### src/rtl/adc_conv_ctrl.sv
// adc_conv_ctrl: SAR ADC conversion sequencer (single-shot or periodic) with a result FIFO.
// Define ADC_CTRL_TIMEOUT_EN to add the CONV-state timeout counter and the sticky tmo flag.
module adc_conv_ctrl #(
    parameter int SAMPLE_CYCLES  = 4,
    parameter int PERIOD_CYCLES  = 64,
    parameter int TIMEOUT_CYCLES = 32,
    parameter int FIFO_DEPTH     = 4
) (
    input  logic                        clkin,
    input  logic                        rst,
    input  logic                        cont_en,
    input  logic                        trig,
    output logic                        st_conv,
    input  logic                        adc_done,
    input  logic [11:0]                 adc_result,
    output logic [11:0]                 rd_data,
    output logic                        rd_valid,
    input  logic                        rd_ready,
    output logic [$clog2(FIFO_DEPTH):0] fifo_level,
    output logic                        busy,
    output logic                        ovf,
    output logic                        tmo,
    input  logic                        clr_err
);
    localparam int AW = $clog2(FIFO_DEPTH);
    localparam int SW = $clog2(SAMPLE_CYCLES + 1);
    localparam int PW = $clog2(PERIOD_CYCLES + 1);

    typedef enum logic [2:0] {IDLE, SAMPLE, CONV, STORE, GAP} state_t;

    state_t        state;
    logic [SW-1:0] scnt;
    logic [PW-1:0] pcnt;
    logic [2:0]    sync;
    logic          done_rise, start, tmo_hit;
    logic [11:0]   mem [FIFO_DEPTH];
    logic [AW-1:0] wp, rp, rp_n;
    logic [AW:0]   level_n;
    logic          push_req, push, pop, full;

    // sync[1:0] is the two-flop synchronizer, sync[2] only delays for edge detection
    always_ff @(posedge clkin or posedge rst)
        if (rst) sync <= '0;
        else sync <= {sync[1:0], adc_done};

    assign done_rise = sync[1] & ~sync[2];
    assign busy      = state != IDLE;
    // an overrun period is already expired in STORE, so SAMPLE follows STORE directly
    assign start     = (state == IDLE && (cont_en || trig)) ||
                       ((state == STORE || state == GAP) && cont_en && pcnt == '0);

    always_ff @(posedge clkin or posedge rst) begin
        if (rst) begin
            state   <= IDLE;
            st_conv <= 1'b0;
            scnt    <= '0;
            pcnt    <= '0;
        end else begin
            if (pcnt != '0) pcnt <= pcnt - 1'b1;
            if (start) begin
                state   <= SAMPLE;
                st_conv <= 1'b1;
                scnt    <= SW'(SAMPLE_CYCLES - 1);
                pcnt    <= PW'(PERIOD_CYCLES - 1);
            end else case (state)
                SAMPLE: if (scnt == '0) begin
                    state   <= CONV;
                    st_conv <= 1'b0;
                end else scnt <= scnt - 1'b1;
                CONV:    state <= done_rise ? STORE : tmo_hit ? GAP : CONV;
                STORE:   state <= GAP;
                GAP:     state <= cont_en ? GAP : IDLE;
                default: state <= IDLE;
            endcase
        end
    end

`ifdef ADC_CTRL_TIMEOUT_EN
    localparam int TW = $clog2(TIMEOUT_CYCLES + 1);
    logic [TW-1:0] tcnt;
    assign tmo_hit = state == CONV && !done_rise && tcnt == TW'(TIMEOUT_CYCLES - 1);
    always_ff @(posedge clkin or posedge rst)
        if (rst) begin
            tcnt <= '0;
            tmo  <= 1'b0;
        end else begin
            tcnt <= (state == CONV) ? tcnt + 1'b1 : '0;
            tmo  <= tmo_hit | (tmo & ~clr_err);
        end
`else
    logic unused_timeout;
    assign unused_timeout = TIMEOUT_CYCLES != 0;
    assign tmo_hit        = 1'b0;
    assign tmo            = 1'b0;
`endif

    // a pop frees the slot before the push, so a full FIFO still accepts
    assign full     = fifo_level == (AW+1)'(FIFO_DEPTH);
    assign push_req = state == STORE;
    assign pop      = rd_valid & rd_ready;
    assign push     = push_req & (~full | pop);
    assign rp_n     = rp + AW'(pop);
    assign level_n  = fifo_level + (AW+1)'(push) - (AW+1)'(pop);

    always_ff @(posedge clkin)
        if (push) mem[wp] <= adc_result;

    always_ff @(posedge clkin or posedge rst)
        if (rst) begin
            wp         <= '0;
            rp         <= '0;
            fifo_level <= '0;
            rd_valid   <= 1'b0;
            rd_data    <= '0;
            ovf        <= 1'b0;
        end else begin
            wp         <= wp + AW'(push);
            rp         <= rp_n;
            fifo_level <= level_n;
            rd_valid   <= level_n != '0;
            rd_data    <= (fifo_level == (AW+1)'(pop)) ? adc_result : mem[rp_n];
            ovf        <= (push_req & ~push) | (ovf & ~clr_err);
        end
endmodule
### config.mk
export PLATFORM = sky130hd
export DESIGN_NAME = adc_conv_ctrl
export DESIGN_NICKNAME = d
export VERILOG_FILES = /design/src/rtl/adc_conv_ctrl.sv
export SDC_FILE = /design/constraint.sdc
export NUM_CORES = 1
export LEC_CHECK = 0
export CORE_UTILIZATION = 35
export DETAILED_ROUTE_END_ITERATION = 8
export HOLD_SLACK_MARGIN = 0.06
export PLACE_DENSITY = 0.52
export SLEW_MARGIN = 20
export SYNTH_ARGS = -nofsm -noshare
export SYNTH_HDL_FRONTEND = slang
export SYNTH_SLANG_ARGS = --single-unit
### constraint.sdc
create_clock -name clkin -period 2.1 [get_ports clkin]
set_input_delay 0.42 -clock clkin [delete_from_list [all_inputs] [get_ports clkin]]
set_output_delay 0.42 -clock clkin [all_outputs]
set_load 0.03 [all_outputs]
Word-level counts from Yosys, hierarchy flattened
Memory sizes are Yosys's and may differ from the RTL's.
Cells that the tools add are included.
- bits of input ports: 19
- register bits: 38
- RAM bits: 48
- memories kept: 1
- multiplexer cells: 16
- reductions and logical operators: 17
- $add $sub $neg: 6
- bitwise logic cells: 11
- eq/ne operators: 8
- memory list (name ; depth ; width ; read ports ; clocked after Yosys merged registers in ; wr ports ; line ; text):
    mem ; 4 ; 12 ; 1 ; 0 ; 1 ; 36 ; logic [11:0] mem [FIFO_DEPTH];
- operators with widths (cell ; count):
    $mux 3 ; 6
    $mux 7 ; 2
    $mux 12 ; 1
    $pmux 3 s4 ; 1
    $logic_not 7->1 ; 1
    $reduce_bool 7->1 ; 1
    $sub 7x1->7 const B ; 1
    $eq 3x2->1 const B ; 2
    $eq 3x3->1 const B ; 2
    $logic_not 3->1 ; 2
    $mux 1 ; 6
    $reduce_bool 2->1 ; 3
    $reduce_bool 3->1 ; 2
    $and 1x1->1 ; 5
    $add 2x1->2 ; 2
    $not 1->1 ; 4
    $reduce_and 2->1 ; 2
    $add 3x1->3 ; 1
    $eq 3x1->1 ; 1
    $eq 3x1->1 const B ; 1
    $logic_and 1x1->1 ; 3
    $logic_or 1x1->1 ; 3
    $ne 3x3->1 const B ; 1
    $sub 3x1->3 ; 1
    other kinds (3) ; 4

Longest topological paths before layout
Gate-level depths: netlist of run 1.
- depth after elaboration: 7
- depth in mapped cells: 11
- depth with buffers taken out: 11

Least setup slack after synthesis of run 1
Ideal clock, no wire load.
- path type: flip-flop to flip-flop
- from: register fifo_level[1]
- to: register rd_valid
- library setup time: 0.131 ns
- arrival: 2.286 ns
- stages on the path, launching flop included: 12
- buffers on the path: 0
- slack: -0.318 ns
- cells stage by stage: dfrtp_1 nor2_1 nand3_1 nand2_1 ha_1 inv_1 ha_1 inv_1 fa_1 xnor2_1 xnor2_1 or3_1
- longest elaborated chain between the ends: 7
- RTL lines (element ; line ; text):
    start: declaration ; 19 ; output logic [$clog2(FIFO_DEPTH):0] fifo_level,
    start signal: assignment ; 119 ; fifo_level <= level_n;
    $eq 3x3->1 ; 98 ; assign full = fifo_level == (AW+1)'(FIFO_DEPTH);
    $not 1->1 ; 101 ; assign push = push_req & (~full | pop);
    $or 1x1->1 ; 101 ;
    $and 1x1->1 ; 101 ;
    $add 3x1->3 * ; 103 ; assign level_n = fifo_level + (AW+1)'(push) - (AW+1)'(pop);
    $sub 3x1->3 * ; 103 ;
    net level_n[2] ; 38 ; logic [AW:0] level_n;
    $reduce_bool 3->1 * ; 120 ; rd_valid <= level_n != '0;
    end signal: assignment ; 113 ; rd_valid <= 1'b0;
    end signal: assignment ; 120 ;
    end: declaration ; 17 ; output logic rd_valid,
Mark *: on every way through the listed nets, which the timed path passes. The rest lies on a longest branch.
A chain may end at the register's enable or synchronous reset.

Worst setup path after layout of run 1
- from: register state[2]
- to: register rd_valid
- longest elaborated chain between the ends: 5
- RTL lines (element ; line ; text):
    start: declaration ; 31 ; state_t state;
    start signal: assignment ; 70 ; CONV: state <= done_rise ? STORE : tmo_hit ? GAP : CONV;
    start signal: assignment ; 72 ; GAP: state <= cont_en ? GAP : IDLE;
    $eq 3x2->1 ; 99 ; assign push_req = state == STORE;
    $and 1x1->1 ; 101 ;
    $add 3x1->3 ; 103 ;
    $sub 3x1->3 ; 103 ;
    net level_n[2] ; 38 ;
    $reduce_bool 3->1 ; 120 ;
The timed path passes the listed nets, and every way through them passes these cells.

==> results by group, run 1 <==
Yosys
  – Synth unique cells: 40
  – Syn Inst Count: 213
  – Synth Register Bits: 86
  – Syn avg cell area: 16.35 sq um
  – EDFF count, synth: 48
  – Top FF cell, synth: edfxtp_1
  – Seq/Total Area, Yosys: 0.6870
  – Synth Net Count: 241
  – Most frequent cell after synthesis: edfxtp_1
  – Post-synthesis async set-or-reset flop share: 0.4419
  – Post-synth top area cell: edfxtp_1
  – Yosys warning total: 0
  – Synth area leaders: edfxtp_1 41%, dfrtp_1 27%, mux4_2 7.8%
  – Most frequent cells after synthesis: 48 x edfxtp_1, 38 x dfrtp_1, 15 x inv_1
  – Combined area of all synthesized cells: 3482 sq um
  – Top cell type's share of synthesized area: 0.4139

Critical path
  – Crit path launch type: flop
  – Worst reg-to-reg path cell count: 10
  – Critical path's slowest cell: dfrtp_1
  – CP Max Fanout: 2
  – End of the worst register-to-register path: rd_valid
  – Critical path required time: roughly 2.3 ns
  – Cell Chain, Critical Path: and3b_2 > nand2_2 > ha_4 > inv_2 > ha_4 > inv_2 > fa_2 > xnor2_2 > xnor2_2 > or3_1
  – CP startpoint: state[2]
  – CP Class: reg2reg
  – End of the critical path: rd_valid
  – CP Capture Type: flop
  – Largest stage delay, worst path: 0.38 ns
  – R2R Setup Slk: -0.12 ns
  – Crit path DAT: roughly 2.5 ns
  – R2R Path Start: state[2]

Layout
  – # diodes: 0
  – Fin nets: 328
  – Filler instances: 880
  – Layout area overhead: 34.28%
  – Share of cells above drive strength 1: 0.3738
  – Final instance area: 4676 sq um

Timing
  – Max Fclk: 450.3 MHz
  – Relative slew slack: 0.6630
  – Slew Limit Fails: 0
  – Endpoints failing hold: 0
  – Crit share post-route: 1.058
  – Final worst setup slack: -0.1208 ns
  – RSZ-0062 raised after global routing: true
  – Final Setup Violations: 1
  – Worst-Margin Slew: 0.5055 ns
  – Min Tclk post-route: 2.221 ns
  – Clock Skew: 0.01537 ns

Detailed routing
  – DR iter-0 viols: between 40 and 50
  – Max Used Layer: met4
  – Post-route ant nets: 0
  – Metal-1 WL: 3045 um
  – First-pass DRT Iterations: 4
  – Final wirelength: between 6000 and 7000 um
  – Met3 wire len: roughly 150 um
  – DRC viols: 0
  – Met2 WL: 3124 um
  – Vias/cell: 4.532
  – WL per Instance: roughly 15 um
  – Vias: 1,985

Power
  – Power Density: 1454 nW/um^2
  – Total power: a little under 7 mW
  – Peak VDD IR: 0.6398 mV
  – Pleak: 1.817 nW

Clock tree
  – TritonCTS clock tree: built
  – CTS buffer count: 9
  – Clk root buf: clkbuf_8
  – Sink Count: 86
  – Clk pin slew, worst setup/hold paths: 0.10 ns
  – Worst skew pair latency: 0.36 ns
  – H-tree levels: 3
  – Longest Clk Path Bufs: 2

Floorplan
  – Core ar.: 9729 sq um
  – FP Rows: 36
  – Die Y: 101.7 um
  – IO Count: 39
  – Die area: 10,350 sq um
  – Initial Util: 0.3579
  – Die width: 101.7 um

Run status
  – Outcome: complete, but fails checks
  – Failing checks: negative setup slack

Place
  – Area after DPL: 4325 sq um
  – PortBufs: 37
  – Final Wtd Congestion: 0.7065
  – Hpwl dp: roughly 4300 um
  – Post-Place Setup Slack: -0.5962 ns

Run
  – Max_cap viols: 0

Global routing
  – Global-route wire length before repair: about 11,000 um
  – GRT overflow: 0
  – Maximum number of pins on one net before global-route repair: 39
  – Initial antenna violation count: 0
  – Vias in the first global route: 2,034
  – Total track usage: 0.1453

Hold path
  – Tightest Hold Check Type: reg2reg
==> state kept, by name, indices dropped and copies added (netlist names) <==
register    cells
fifo_level      3
pcnt            7
mem            48
st_conv         1
rd_data        12
scnt            3
wp              2
state           3
rd_valid        1
ovf             1
rp              2
sync            3
==> kinds of logic (layout without fill, tap and decap cells) <==
| group | Yosys count | in the layout | share of synthesized area |
|---|---|---|---|
| DFF | 86 | 86 | 0.6870 |
| and+or+nand+nor | 43 | 43 | 0.06791 |
| muxes | 24 | 24 | 0.1164 |
| AOI/OAI and AO/OA | 21 | 21 | 0.04636 |
| buffers and inverters | 21 | 113 | 0.02659 |
| adders and majority gates | 9 | 9 | 0.03450 |
| xor gates and xnor gates | 8 | 8 | 0.02012 |
| other | 1 | 1 | 0.001077 |
==> where the power goes <==
group / internal, mW / total (mW) / switching, mW
sequential: 2.21 / 2.38 / 0.166
clock: 0.481 / 1.11 / 0.630
combinational: 1.78 / 3.31 / 1.53
==> layer usage <==
layer,track usage,vias up
met3,0.03589,9
li1,-,960
met5,0,-
met1,0.1886,990
met2,0.2256,26
met4,0.07692,0
==> timing repair <==
item | 4_1_cts | 5_1_grt
endpoints found under the setup margin | 14 | 15
gates cloned | 1 | 0
pin swaps | 9 | 10
hold buffers | 0 | 0
buffers inserted | 3 | 2
resized for setup | 18 | 10
==> worst max-delay path, delay by kind of cell (launching register included) <==
family	cells	cell delay (ns)
AND/OR/NAND/NOR	3	0.64
XOR/XNOR	2	0.30
flip-flops	1	0.38
adder cells (fa/ha/maj)	3	0.70
buffers and inverters	2	0.09
==> layout make-up <==
type	count	area, sq um	share of cell area
clock buffers	10	137.6	0.02944
clock inverters	6	53.80	0.01151
inverters	15	58.81	0.01258
multi-input cells	106	1109	0.2371
flip-flops and latches	86	2396	0.5124
well taps	133	166.4	0.03559
repair buffers	82	754.5	0.1614
==> worst min-delay path by stage <==
stage / startpoint / endpoint / depth (start not counted) / slack, ns
detailed placement: sync[0] / sync[1] / 0 / 0.35
global route: sync[0] / sync[1] / 0 / 0.39
floorplan: sync[0] / sync[1] / 0 / 0.33
finish: sync[0] / sync[1] / 0 / 0.37
CTS: sync[0] / sync[1] / 0 / 0.37
global placement: sync[0] / sync[1] / 0 / 0.35
==> through the flow <==
stage	hold WS, ns	setup TNS (ns)	utilization	cells
2_1_floorplan	0.3312	-0.5279	-	213
3_3_place_gp	0.3514	-9.973	0.4439	416
3_5_place_dp	0.3518	-7.672	0.4446	416
4_1_cts	0.3742	-0.2015	0.4756	436
5_1_grt	0.3857	-0.2593	0.4806	438
6_report	0.3727	-0.1208	0.4806	438
==> placed cells by master, fill, tap and decap left out, types with 2 or more instances in the layout <==
cell type        synthesis  routed
buf_4                    1      40
nand2_2                  0       2
mux2_2                  12       8
buf_12                   0       2
xor2_1                   3       3
xnor2_2                  0       2
inv_1                   15      12
xnor2_1                  5       3
nor3_1                   3       2
dfrtp_2                  0       3
mux4_2                  12      12
dfrtp_1                 38      35
mux2_4                   0       4
ha_1                     8       5
a21oi_1                  2       2
clkinv_4                 0       3
buf_6                    1       2
nand2_1                 12      10
clkbuf_8                 0      10
a31oi_1                  3       3
or3_1                    4       4
or3b_2                   2       2
ha_4                     0       3
clkdlybuf4s50_1          0      35
or4_1                    2       2
nand2b_1                 2       2
and3_1                   3       3
edfxtp_1                48      48
nor2_1                   7       6
inv_2                    0       2
a21boi_0                 2       2
o21ai_0                  6       6
o21ai_2                  3       3
Note: power is estimated with default switching activity, not from simulation.
==> run 2, diff against run 1 <==
--- a/config.mk
+++ b/config.mk
@@ -5,10 +5,10 @@
 export SDC_FILE = /design/constraint.sdc
 export NUM_CORES = 1
 export LEC_CHECK = 0
-export CORE_UTILIZATION = 35
+export CORE_UTILIZATION = 50
 export DETAILED_ROUTE_END_ITERATION = 8
 export HOLD_SLACK_MARGIN = 0.06
-export PLACE_DENSITY = 0.52
+export PLACE_DENSITY = 0.71
 export SLEW_MARGIN = 20
 export SYNTH_ARGS = -nofsm -noshare
 export SYNTH_HDL_FRONTEND = slang
==> run 2 against run 1 <==
Compared with the run above: the flow still finishes with violations (negative setup slack); die area shrank 29%; global-route usage is 5.2 points higher; largest cell class unchanged; setup slack got worse by 0.049 ns.
==> results by group, run 2 (synthesized netlist as in run 1, its figures left out) <==
Power
  – Peak VDD IR: 0.6906 mV (was 0.6398 mV)
  – Internal power: 4.493 mW (was 4.473 mW)
  – Flop pwr share: 0.347 (was 0.350)
  – Pleak: 1.814 nW (was 1.817 nW)
  – Comb pwr share: 0.498 (was 0.487)
  – Power Density: 1488 nW/um^2 (was 1454 nW/um^2)
  – Clock power frac: 0.155 (was 0.163)
  – Switching share of power: 0.3450 (was 0.3419)
  – Switch Pwr: 2.367 mW (was 2.324 mW)

Run status
  – Failing checks: negative setup slack (unchanged)
  – Outcome: complete, but fails checks (unchanged)

Timing
  – Final worst setup slack: -0.1698 ns (was -0.1208 ns)
  – RSZ-0062 raised after global routing: true (unchanged)
  – Slew Limit Fails: 0 (unchanged)
  – Worst-Margin Slew: 0.5107 ns (was 0.5055 ns)
  – Crit share post-route: 1.081 (was 1.058)
  – Worst hold slack: 0.3613 ns (was 0.3727 ns)
  – Relative slew slack: 0.6595 (was 0.6630)
  – Final Setup Violations: 2 (was 1)
  – Max Fclk: 440.6 MHz (was 450.3 MHz)
  – Endpoints failing hold: 0 (unchanged)
  – Clock Skew: 0.01048 ns (was 0.01537 ns)
  – Min Tclk post-route: 2.270 ns (was 2.221 ns)
  – Setup TNS: -0.2457 ns (was -0.1208 ns)

Place
  – Final Wtd Congestion: 0.7446 (was 0.7065)
  – Post-Place Setup Slack: -0.6304 ns (was -0.5962 ns)
  – Area after DPL: 4237 sq um (was 4325 sq um)
  – Hpwl dp: 4132 um (was 4313 um)
  – PortBufs: 37 (unchanged)
  – Placed cells: 359 (was 416)

Critical path
  – Critical path required time: 2.32 ns (was 2.33 ns)
  – CP Class: reg2reg (unchanged)
  – CP top delay family: adder cells (unchanged)
  – CP Max Fanout: 2 (unchanged)
  – Crit path launch type: flop (unchanged)
  – Cell Chain, Critical Path: and3b_2 > nand2_4 > ha_4 > inv_4 > ha_4 > inv_2 > fa_2 > xnor2_2 > xnor2_2 > or3_1 (was and3b_2 > nand2_2 > ha_4 > inv_2 > ha_4 > inv_2 > fa_2 > xnor2_2 > xnor2_2 > or3_1)
  – Largest stage delay, worst path: 0.39 ns (was 0.38 ns)
  – CP bufs+invs: 2 (unchanged)
  – CP Capture Type: flop (unchanged)
  – Critical path's slowest cell: dfrtp_1 (unchanged)
  – Crit path DAT: 2.49 ns (was 2.45 ns)
  – R2R Setup Slk: -0.17 ns (was -0.12 ns)

Global routing
  – Initial antenna violation count: 0 (unchanged)
  – Maximum number of pins on one net before global-route repair: 39 (unchanged)
  – Total track usage: 0.1973 (was 0.1453)
  – Vias in the first global route: 2,166 (was 2,034)
  – GRT overflow: 0 (unchanged)
  – Global-route wire length before repair: 10,470 um (was 10,600 um)

Detailed routing
  – DR iter-0 viols: 90 (was 41)
  – Vias/cell: 5.311 (was 4.532)
  – DRC viols: 0 (unchanged)
  – First-pass DRT Iterations: 4 (unchanged)
  – WL per Instance: 16.80 um (was 14.74 um)
  – Vias: 2,034 (was 1,985)
  – Final wirelength: 6436 um (was 6456 um)
  – Post-route ant nets: 0 (unchanged)

Layout
  – Commonest non-fill, non-tap cells in the layout: 48 x edfxtp_1, 37 x buf_4, 35 x dfrtp_1, 35 x clkdlybuf4s50_1 (was 48 x edfxtp_1, 40 x buf_4, 35 x dfrtp_1, 35 x clkdlybuf4s50_1)
  – # diodes: 0 (unchanged)
  – Share of cells above drive strength 1: 0.3663 (was 0.3738)
  – Max reg flops: 48 (unchanged)
  – Filler instances: 470 (was 880)
  – Biggest register: mem (unchanged)
  – Layout area overhead: 32.41% (was 34.28%)
  – Largest regs: mem (48), rd_data (12), pcnt (7) (unchanged)
  – Fin nets: 326 (was 328)
  – Multi-input logic area: 1120 sq um (was 1109 sq um)
  – Final instance area: 4611 sq um (was 4676 sq um)
  – Most common cell after layout, fill and taps aside: edfxtp_1 (unchanged)
  – Register area: 2396 sq um (unchanged)
  – Fin cells: 383 (was 438)

Clock tree
  – Clk pin slew, worst setup/hold paths: 0.09 ns (was 0.10 ns)
  – Clk root buf: clkbuf_8 (unchanged)
  – TritonCTS clock tree: built (unchanged)
  – Sink Count: 86 (unchanged)
  – H-tree levels: 3 (unchanged)
  – Worst skew pair latency: 0.35 ns (was 0.36 ns)
  – CTS buffer count: 9 (unchanged)
  – Longest Clk Path Bufs: 2 (unchanged)
  – Hold_buf cts: 0 (unchanged)

Hold path
  – Tightest Hold Check Type: reg2reg (unchanged)

Floorplan
  – Die area: 7302 sq um (was 10,350 sq um)
  – Die Y: 85.45 um (was 101.7 um)
  – FP Rows: 30 (was 36)
  – Die width: 85.45 um (was 101.7 um)
  – Core ar.: 6756 sq um (was 9729 sq um)
  – IO Count: 39 (unchanged)
  – Initial Util: 0.5154 (was 0.3579)

Run
  – Max_cap viols: 0 (unchanged)
## run 2: cell count changes in the layout (fill, tap and decap cells not counted), moves of 2 or more
| cell | change |
|---|---|
| mux2_4 | +3 |
| buf_4 | -3 |
| mux2_2 | -3 |
| clkinv_4 | -2 |
## run 2: timing repair
item | in CTS | in global routing
endpoints found under the setup margin | 14 | 19
hold endpoints to repair | 0 | 0
cloned | 1 | 0
resized for setup | 17 | 14
buffers inserted | 4 | 3
pin swaps | 6 | 5
## run 2: area by class of cell
type                    count  area share
flip-flops and latches     86      0.5197
multi-input cells         106      0.2429
repair buffers             80      0.1631
clock buffers               9     0.02687
well taps                  80     0.02171
inverters                  15     0.01330
clock inverters             7     0.01248
## run 2: per-layer routing
metal	up-vias	track usage	share of wire
met1	1036	0.2433	0.44
li1	954	-	-
met3	5	0.04864	0.032
met4	0	0.06818	0.011
met5	-	0	0
met2	39	0.3411	0.52
## run 2: metrics by stage
| stage | power, mW | util |
|---|---|---|
| final | 6.859 | 0.6824 |
| after global routing | 7.258 | 0.6824 |
| after CTS | 6.659 | 0.6713 |
| after detailed placement | 5.328 | 0.6270 |
| after global placement | 5.250 | 0.6261 |
| after floorplan | 4.232 | - |
## run 2: final timing paths
check                      startpoint             to  depth (start not counted)
min in group asynchronous         rst        scnt[0]                          3
min                           sync[0]        sync[1]                          0
min reg2reg                   sync[0]        sync[1]                          0
max in group asynchronous         rst  fifo_level[0]                          3
max reg2reg                  state[2]       rd_valid                         10
max                          state[2]       rd_valid                         10
## run 2: power groups by stage
stage	combinational (mW)	clock (mW)	sequential [mW]
2_1_floorplan	1.47	0	2.77
4_1_cts	3.19	1.09	2.38
3_5_place_dp	2.92	0	2.41
3_3_place_gp	2.86	0	2.39
6_report	3.42	1.06	2.38
5_1_grt	3.69	1.15	2.42
